[src/rtl/pipe_skid_reg_pkg.sv]
// Shared pipeline-register definitions: handshake state and default stage field widths.
// Every stage boundary sizes its payload from these so IF/ID .. MEM/WB stay consistent.
package pipe_skid_reg_pkg;

  typedef enum logic [1:0] {
    ST_EMPTY = 2'd0,
    ST_FULL  = 2'd1,
    ST_SKID  = 2'd2
  } pipe_state_e;

  localparam int PIPE_CTRL_W_DEF = 4;
  localparam int PIPE_DATA_W_DEF = 32;
  localparam int PIPE_ADDR_W_DEF = 32;
  localparam int PIPE_RD_W_DEF   = 5;
  localparam int PIPE_WIDTH_DEF  = PIPE_CTRL_W_DEF + PIPE_DATA_W_DEF
                                 + PIPE_ADDR_W_DEF + PIPE_RD_W_DEF;

  function automatic logic [1:0] occ_of(input pipe_state_e st);
    case (st)
      ST_FULL: occ_of = 2'd1;
      ST_SKID: occ_of = 2'd2;
      default: occ_of = 2'd0;
    endcase
  endfunction

endpackage

[src/rtl/pipe_skid_reg.sv]
// Pipeline stage register with one-entry skid buffer, flush and ctrl-field bubble masking.
// Latency 1 cycle, 1/cycle throughput; back-pressure parks one entry in skid, in_ready is a flop.
module pipe_skid_reg
  import pipe_skid_reg_pkg::*;
#(
  parameter int WIDTH       = PIPE_WIDTH_DEF,
  parameter int CTRL_W      = PIPE_CTRL_W_DEF,
  parameter int STALL_CNT_W = 16
) (
  input  logic                   clk,
  input  logic                   rst,
  input  logic                   flush,
  input  logic                   in_valid,
  input  logic [WIDTH-1:0]       in_data,
  output logic                   in_ready,
  output logic                   out_valid,
  output logic [WIDTH-1:0]       out_data,
  input  logic                   out_ready,
  output logic [1:0]             occupancy,
  output logic [STALL_CNT_W-1:0] stall_cnt
);

  pipe_state_e            state_q, state_d;
  logic [WIDTH-1:0]       main_q, main_d;
  logic [WIDTH-1:0]       skid_q, skid_d;
  logic                   in_ready_q, in_ready_d;
  logic                   out_valid_q, out_valid_d;
  logic [STALL_CNT_W-1:0] stall_q, stall_d;
  logic [WIDTH-1:0]       ctrl_mask;
  logic                   accept;
  logic                   emit;

  for (genvar i = 0; i < WIDTH; i++) begin : g_mask
    assign ctrl_mask[i] = (i < CTRL_W) ? 1'b1 : 1'b0;
  end

  assign accept = in_valid && in_ready_q;
  assign emit   = out_valid_q && out_ready;

  always_comb begin
    state_d = state_q;
    main_d  = main_q;
    skid_d  = skid_q;
    stall_d = stall_q;

    if (out_valid_q && !out_ready && !flush && (stall_q != '1)) begin
      stall_d = stall_q + 1'b1;
    end

    // Flush squashes both sides of this cycle's handshakes; data regs are left stale.
    if (flush) begin
      state_d = ST_EMPTY;
    end else begin
      case (state_q)
        ST_EMPTY: begin
          if (accept) begin
            main_d  = in_data;
            state_d = ST_FULL;
          end
        end
        ST_FULL: begin
          if (emit && accept) begin
            main_d = in_data;
          end else if (emit) begin
            state_d = ST_EMPTY;
          end else if (accept) begin
            skid_d  = in_data;
            state_d = ST_SKID;
          end
        end
        ST_SKID: begin
          if (emit) begin
            main_d  = skid_q;
            state_d = ST_FULL;
          end
        end
        default: state_d = ST_EMPTY;
      endcase
    end

    in_ready_d  = (state_d != ST_SKID);
    out_valid_d = (state_d != ST_EMPTY);
  end

  always_ff @(posedge clk) begin
    if (rst) begin
      state_q     <= ST_EMPTY;
      main_q      <= '0;
      skid_q      <= '0;
      in_ready_q  <= 1'b1;
      out_valid_q <= 1'b0;
      stall_q     <= '0;
    end else begin
      state_q     <= state_d;
      main_q      <= main_d;
      skid_q      <= skid_d;
      in_ready_q  <= in_ready_d;
      out_valid_q <= out_valid_d;
      stall_q     <= stall_d;
    end
  end

  assign in_ready  = in_ready_q;
  assign out_valid = out_valid_q;
  assign out_data  = main_q & ~(ctrl_mask & {WIDTH{~out_valid_q}});
  assign occupancy = occ_of(state_q);
  assign stall_cnt = stall_q;

endmodule

[config.mk]
export PLATFORM = sky130hd
export DESIGN_NAME = pipe_skid_reg
export DESIGN_NICKNAME = d
export VERILOG_FILES = /design/src/rtl/pipe_skid_reg_pkg.sv /design/src/rtl/pipe_skid_reg.sv
export SDC_FILE = /design/constraint.sdc
export NUM_CORES = 1
export LEC_CHECK = 0
export BUFFER_PORTS_ARGS = -buffer_cell sky130_fd_sc_hd__buf_2
export CORE_AREA = 2 2 128 130
export DETAILED_ROUTE_END_ITERATION = 7
export DIE_AREA = 0 0 130 132
export GPL_TIMING_DRIVEN = 1
export PLACE_DENSITY_LB_ADDON = 0.3
export SETUP_SLACK_MARGIN = 0.15
export SYNTH_ARGS = -nofsm -noshare
export SYNTH_HDL_FRONTEND = slang
export SYNTH_SLANG_ARGS = --single-unit
[constraint.sdc]
create_clock -name clk -period 1.5 [get_ports clk]
set_input_delay 0.075 -clock clk [delete_from_list [all_inputs] [get_ports clk]]
set_output_delay 0.075 -clock clk [all_outputs]
set_load 0.01 [all_outputs]
==> results of run 1 <==
-- per-stage QoR --
| stage | util [%] | setup TNS (ns) | total power (W) | setup WS [ns] | hold WS, ns |
|---|---|---|---|---|---|
| floorplan | - | -2.63 | 0.00561 | -0.0399 | 0.211 |
| global placement | 54.7 | -17.68 | 0.00591 | -0.212 | 0.331 |
| detailed placement | 54.7 | -21.63 | 0.00593 | -0.210 | 0.335 |
| CTS | 68.7 | -14.76 | 0.0111 | -0.140 | 0.0653 |
| global route | 76.5 | -30.22 | 0.0116 | -0.271 | 0.178 |
| finish | 76.5 | -21.57 | 0.0113 | -0.244 | 0.130 |
-- worst max-delay path, stage by stage, from the launching register on --
cell and delay [ns]:
dfxtp_2 0.33, a21boi_1 0.13, buf_4 0.15, o32ai_4 0.26, buf_6 0.20, buf_12 0.12
buf_16 0.11, a21oi_1 0.08, a311oi_1 0.25
-- layer usage --
| layer | vias up | GRT usage, % | part of all wire [%] |
|---|---|---|---|
| met4 | 0 | 8.00 | 2.2 |
| met3 | 47 | 5.44 | 5.6 |
| li1 | 3459 | - | - |
| met5 | - | 0 | 0 |
| met2 | 266 | 40.3 | 50 |
| met1 | 3602 | 31.7 | 42 |
-- placed cells by master (no fill, tap or decap), types with 3 or more instances in the layout --
cell,Yosys,final
buf_4,72,49
o21ai_0,9,7
a21oi_1,158,75
buf_2,30,163
nor3_1,3,3
dfxtp_2,0,15
a311oi_1,74,72
buf_6,7,24
clkbuf_16,0,27
a21oi_2,0,83
buf_12,0,26
nand2_2,0,26
nand4_1,7,7
mux2i_1,76,75
dfxtp_4,0,3
o31ai_1,5,3
nor4_4,2,3
or4_4,0,3
nor2_1,5,4
and2_4,0,5
buf_16,0,12
dlygate4sd3_1,0,74
or3_4,0,3
bufinv_16,0,5
nand2_1,154,54
or3_1,7,5
dfxtp_1,166,148
nand2_4,0,74
-- sequential cells by signal, indices dropped and copies added, names as in the netlist --
name	flops
main_q	73
skid_q	73
stall_cnt	16
state_q	2
in_ready	1
out_valid	1
-- where the power goes --
| group | switching, W | internal [W] | total, W |
|---|---|---|---|
| Clock | 0.00174 | 0.00312 | 0.00487 |
| Sequential | 0.000117 | 0.00459 | 0.00470 |
| Combinational | 0.000847 | 0.000844 | 0.00169 |
-- layout make-up --
| class | count | area (um^2) |
|---|---|---|
| diodes | 1 | 2.50 |
| clock buffers | 22 | 485 |
| repair buffers | 360 | 3330 |
| fillers | 954 | 3690 |
| flip-flops and latches | 166 | 3350 |
| clock inverters | 8 | 169 |
| well taps | 216 | 270 |
| inverters | 5 | 23.8 |
| multi-input cells | 534 | 4390 |
-- cells by family after synthesis --
| group | count (synthesis) | synth area share [%] |
|---|---|---|
| AOI/OAI and AO/OA | 250 | 20.6 |
| xor gates and xnor gates | 1 | 0.116 |
| adders and majority gates | 1 | 0.166 |
| buffers and inverters | 149 | 12.2 |
| DFF | 166 | 44.0 |
| muxes | 77 | 10.2 |
| and+or+nand+nor | 205 | 12.6 |
-- final timing paths --
path                 to  cells past startpoint
min            in_ready                      3
max           main_q[3]                      8
min reg2reg  skid_q[36]                      2
max reg2reg   main_q[3]                      8
-- repair_timing --
item	in CTS	in global routing
setup buffers	16	7
gates resized for setup	99	237
setup endpoints to repair	167	170
endpoints found under the hold margin	75	0
cloned	14	12
hold buffers	74	0
pin swaps	47	97
==> impl_metrics.csv, run 1 <==
group,metric,value,unit
outcome,status,"complete, but fails checks",
outcome,violations,"negative setup slack",
floorplan,start_util,48.0,%
floorplan,fp.dieH,132,um
clock_network,clock_sinks,166,
detailed_routing,avgViaCountPerCell,5.62,
synthesis,synthArstFlopShare,0,%
cells_and_area,area_growth,59.4,%
detailed_routing,drtIter0Drc,455,
cells_and_area,instances_no_fill,1312,
placement,dp_cells,1158,
synthesis,yosys.cell_types.count,36,
detailed_routing,drt_pass1_iterations,6,
timing,drv_slew,0,
floorplan,io_pins,171,
synthesis,synth_nets,928,
detailed_routing,drc,0,
synthesis,synthTopCellsByArea,"dfxtp_1, a21oi_1, mux2i_1",
synthesis,synth_top_cell_by_area,"dfxtp_1",
timing,max_freq,573,MHz
timing,tightest_slew,0.668,ns
timing,hold_viol_final,0,
timing,relSlewSlack,55.5,%
synthesis,synth-seq-cells,166,
detailed_routing,vias,7374,
detailed_routing,ant_nets,0,
grt,grt_usage,24.5,%
synthesis,synthTopCellsByCount,"dfxtp_1, a21oi_1, nand2_1",
detailed_routing,wl_per_cell,18.5,um
clock_network,h-tree-depth,4,
timing,setup_ws,-0.244,ns
clock_network,path_clk_slew,0.06,ns
synthesis,netlist.area_leader.share,44.0,%
worst_setup_path,worstSetupEndpointType,"register",
grt,grt_max_degree,47,
clock_network,clkLatencyLatePin,0.42,ns
worst_setup_path,path_max_fanout,6,
grt,grt_pass1_vias,6878,
placement,port_buffers,170,
worst_setup_path,start_kind,"register",
synthesis,syn_area,7540,um^2
synthesis,yosysSeqAreaShare,44.0,%
synthesis,yosysWarnings,0,
power,p_per_area,936,nW/um^2
run,maxCapViolCount,0,
grt,grt_antenna_before_repair,1,
min_path,worstHoldStart,"out_ready",
clock_network,root_buffer,"clkbuf_16",
cells_and_area,nets,1163,
floorplan,die_w,130,um
cells_and_area,fin_area,12000,um^2
timing,layout_min_cycle_time,1.74,ns
min_path,hp-class,"in2reg",
floorplan,core_area,15700,um^2
worst_setup_path,cp.arrival,2.06,ns
power,ir_drop,0.780,mV
floorplan,rows,46,
grt,grt-ovfl-total,0,
timing,setup_viol,161,
worst_setup_path,worstReg2RegStart,"state_q[0]",
synthesis,synthCells,849,
clock_network,clock_path_buffers,2,
synthesis,synth_ff_type,"dfxtp_1",
timing,skew,0.00727,ns
synthesis,synth_edf_count,0,
worst_setup_path,critPathKind,"reg2reg",
worst_setup_path,reg2reg_setup_slack,-0.24,ns
cells_and_area,final_layout_size_suffix_gt1_share,50.3,%
placement,globalplace.congestion,0.781,
placement,dpl_cell_area,8600,um^2
power,leakagePower,5.17,nW
synthesis,yosysMostFrequentCell,"dfxtp_1",
timing,rsz0062_at_grt,"true",
synthesis,syn_area_per_cell,8.89,um^2
detailed_routing,routed_wl,24.3,mm
clock_network,cts_made_buffers,17,
timing,finalCritPeriodShare,116,%
placement,dp_hpwl,11.8,mm
clock_network,cts_tree,"yes",
worst_setup_path,crit_start,"state_q[0]",
worst_setup_path,required,1.82,ns
grt,grt_pass1_wl,33.8,mm
floorplan,die_area,17200,um^2
Power figures use the tool's default switching activity.
==> run 2, diff against run 1 <==
- MAX_ROUTING_LAYER: default -> met4
==> run 2 against run 1 <==
Combinational power increased by 5%. Register-to-register slack got worse by 0.15 ns. Largest cell class unchanged. First-iteration DRC count increased by 21%. The run still ends with negative setup slack left.
==> impl_metrics.csv, run 2 (synthesis results as in run 1) <==
group,metric,value,unit
detailed_routing,vias,7480,
outcome,status,"complete, but fails checks",
cells_and_area,most-common-layout-cells,"buf_2, dfxtp_1, a21oi_2",
placement,dpl_cell_area,8600,um^2
cells_and_area,nets,1164,
placement,port_buffers,170,
clock_network,root_buffer,"clkbuf_16",
worst_setup_path,rr_endpoint,"main_q[10]",
outcome,violations,"negative setup slack",
timing,hold_viol_final,0,
timing,finalCritPeriodShare,126,%
timing,relSlewSlack,54.9,%
grt,grt_usage,25.2,%
timing,tightest_slew,0.676,ns
cells_and_area,instances_no_fill,1313,
worst_setup_path,critPathKind,"reg2reg",
timing,skew,0.00831,ns
timing,drv_slew,0,
worst_setup_path,path_max_fanout,6,
grt,grt_max_degree,47,
detailed_routing,avgViaCountPerCell,5.70,
cells_and_area,ff_latch_area,3350,um^2
clock_network,clock_path_buffers,2,
floorplan,fp.dieH,132,um
timing,setup_viol,161,
grt,grt-ovfl-total,0,
run,maxCapViolCount,0,
cells_and_area,area_growth,60.7,%
floorplan,die_w,130,um
clock_network,clkLatencyLatePin,0.43,ns
timing,finalSetupTns,-24.29,ns
worst_setup_path,reg2reg_depth,8,
power,p_per_area,939,nW/um^2
placement,place_ws,-0.210,ns
worst_setup_path,max_stage_delay,0.38,ns
worst_setup_path,crit_start,"state_q[0]",
timing,hold_ws,0.118,ns
detailed_routing,drt_pass1_iterations,5,
cells_and_area,fillers,913,
grt,grt_antenna_before_repair,1,
grt,grt_pass1_wl,33.8,mm
floorplan,io_pins,171,
grt,grt_pass1_vias,6888,
power,ir_drop,0.831,mV
detailed_routing,wl_per_cell,19.1,um
worst_setup_path,setup.worst_path.end,"main_q[10]",
timing,rsz0062_at_grt,"true",
worst_setup_path,worstReg2RegStart,"state_q[0]",
clock_network,h-tree-depth,4,
clock_network,cts_made_buffers,17,
floorplan,start_util,48.0,%
placement,dp_hpwl,11.8,mm
floorplan,rows,46,
worst_setup_path,start_kind,"register",
detailed_routing,drtIter0Drc,549,
timing,setup_ws,-0.394,ns
worst_setup_path,path_cells,"a21boi_1, buf_4, o32ai_4, buf_6, buf_12, buf_16, a21oi_1, a311oi_1",
cells_and_area,final_common_cell,"buf_2",
placement,dp_cells,1158,
cells_and_area,multi_input_area,4470,um^2
timing,layout_min_cycle_time,1.89,ns
min_path,hp-class,"in2reg",
worst_setup_path,worstSetupEndpointType,"register",
worst_setup_path,required,1.80,ns
cells_and_area,fin_area,12100,um^2
floorplan,core_area,15700,um^2
clock_network,clock_sinks,166,
worst_setup_path,crit_slowest_cell,"a311oi_1",
clock_network,path_clk_slew,0.07,ns
detailed_routing,routed_wl,25.0,mm
detailed_routing,drc,0,
floorplan,die_area,17200,um^2
clock_network,cts_tree,"yes",
worst_setup_path,reg2reg_setup_slack,-0.39,ns
detailed_routing,ant_nets,0,
placement,globalplace.congestion,0.792,
timing,max_freq,528,MHz
worst_setup_path,cp.arrival,2.20,ns
cells_and_area,final_layout_size_suffix_gt1_share,51.6,%
power,leakagePower,5.33,nW
-- run 2: changes by cell type in the layout (fill, tap and decap cells not counted), moves of 2 or more --
cell / delta
a311oi_1: -2
buf_6: +2
nand2_4: +5
a21oi_2: +6
nand2_2: -2
a311oi_2: +2
nand2_1: -3
a21oi_1: -6
-- run 2: cell type report --
cell class / instances / share of cell area [%]
Antenna cell: 1 / 0.0206
Clock buffer: 22 / 4.00
Clock inverter: 8 / 1.39
Inverter: 5 / 0.196
Multi-Input combinational cell: 534 / 36.9
Sequential cell: 166 / 27.7
Tap cell: 216 / 2.23
Timing Repair Buffer: 361 / 27.6
-- run 2: stage by stage --
stage                     util [%]  power [W]
final                         77.2     0.0114
after detailed placement      54.7    0.00593
after floorplan                  -    0.00561
after global routing          77.2     0.0117
after CTS                     68.7     0.0111
after global placement        54.7    0.00591
-- run 2: critical path: cells and delay by family (launching register included) --
family                 cells  cell delay (ns)
flip-flops                 1             0.33
AO/OA/AOI/OAI              4             0.87
buffers and inverters      4             0.57
-- run 2: worst min path at each step --
stage          slack [ns]  cells after the start          to        start
3_5_place_dp         0.33                      3  skid_q[72]  in_data[72]
4_1_cts              0.07                      3    in_ready    out_ready
3_3_place_gp         0.33                      3  skid_q[72]  in_data[72]
2_1_floorplan        0.21                      2   skid_q[0]   in_data[0]
6_report             0.12                      3    in_ready    out_ready
5_1_grt              0.11                      3    in_ready    out_ready
-- run 2: metal layers --
metal / GRT usage, % / vias up / share of wire (%)
li1: - / 3465 / -
met1: 31.7 / 3627 / 42
met2: 40.5 / 306 / 49
met3: 5.24 / 82 / 5.6
met4: 8.00 / 0 / 3.3
met5: - / - / 0
-- run 2: power breakdown --
group / internal (W) / switching, W / total [W]
clock: 0.00312 / 0.00179 / 0.00492
sequential: 0.00458 / 0.000120 / 0.00470
combinational: 0.000879 / 0.000886 / 0.00177
total: 0.00859 / 0.00280 / 0.0114
-- run 2: what timing repair did --
item,CTS,global route
hold buffers,74,0
setup endpoints to repair,167,170
gates cloned,14,12
hold endpoints to repair,75,0
resized for setup,99,255
setup buffers,16,8
pin swaps,47,108
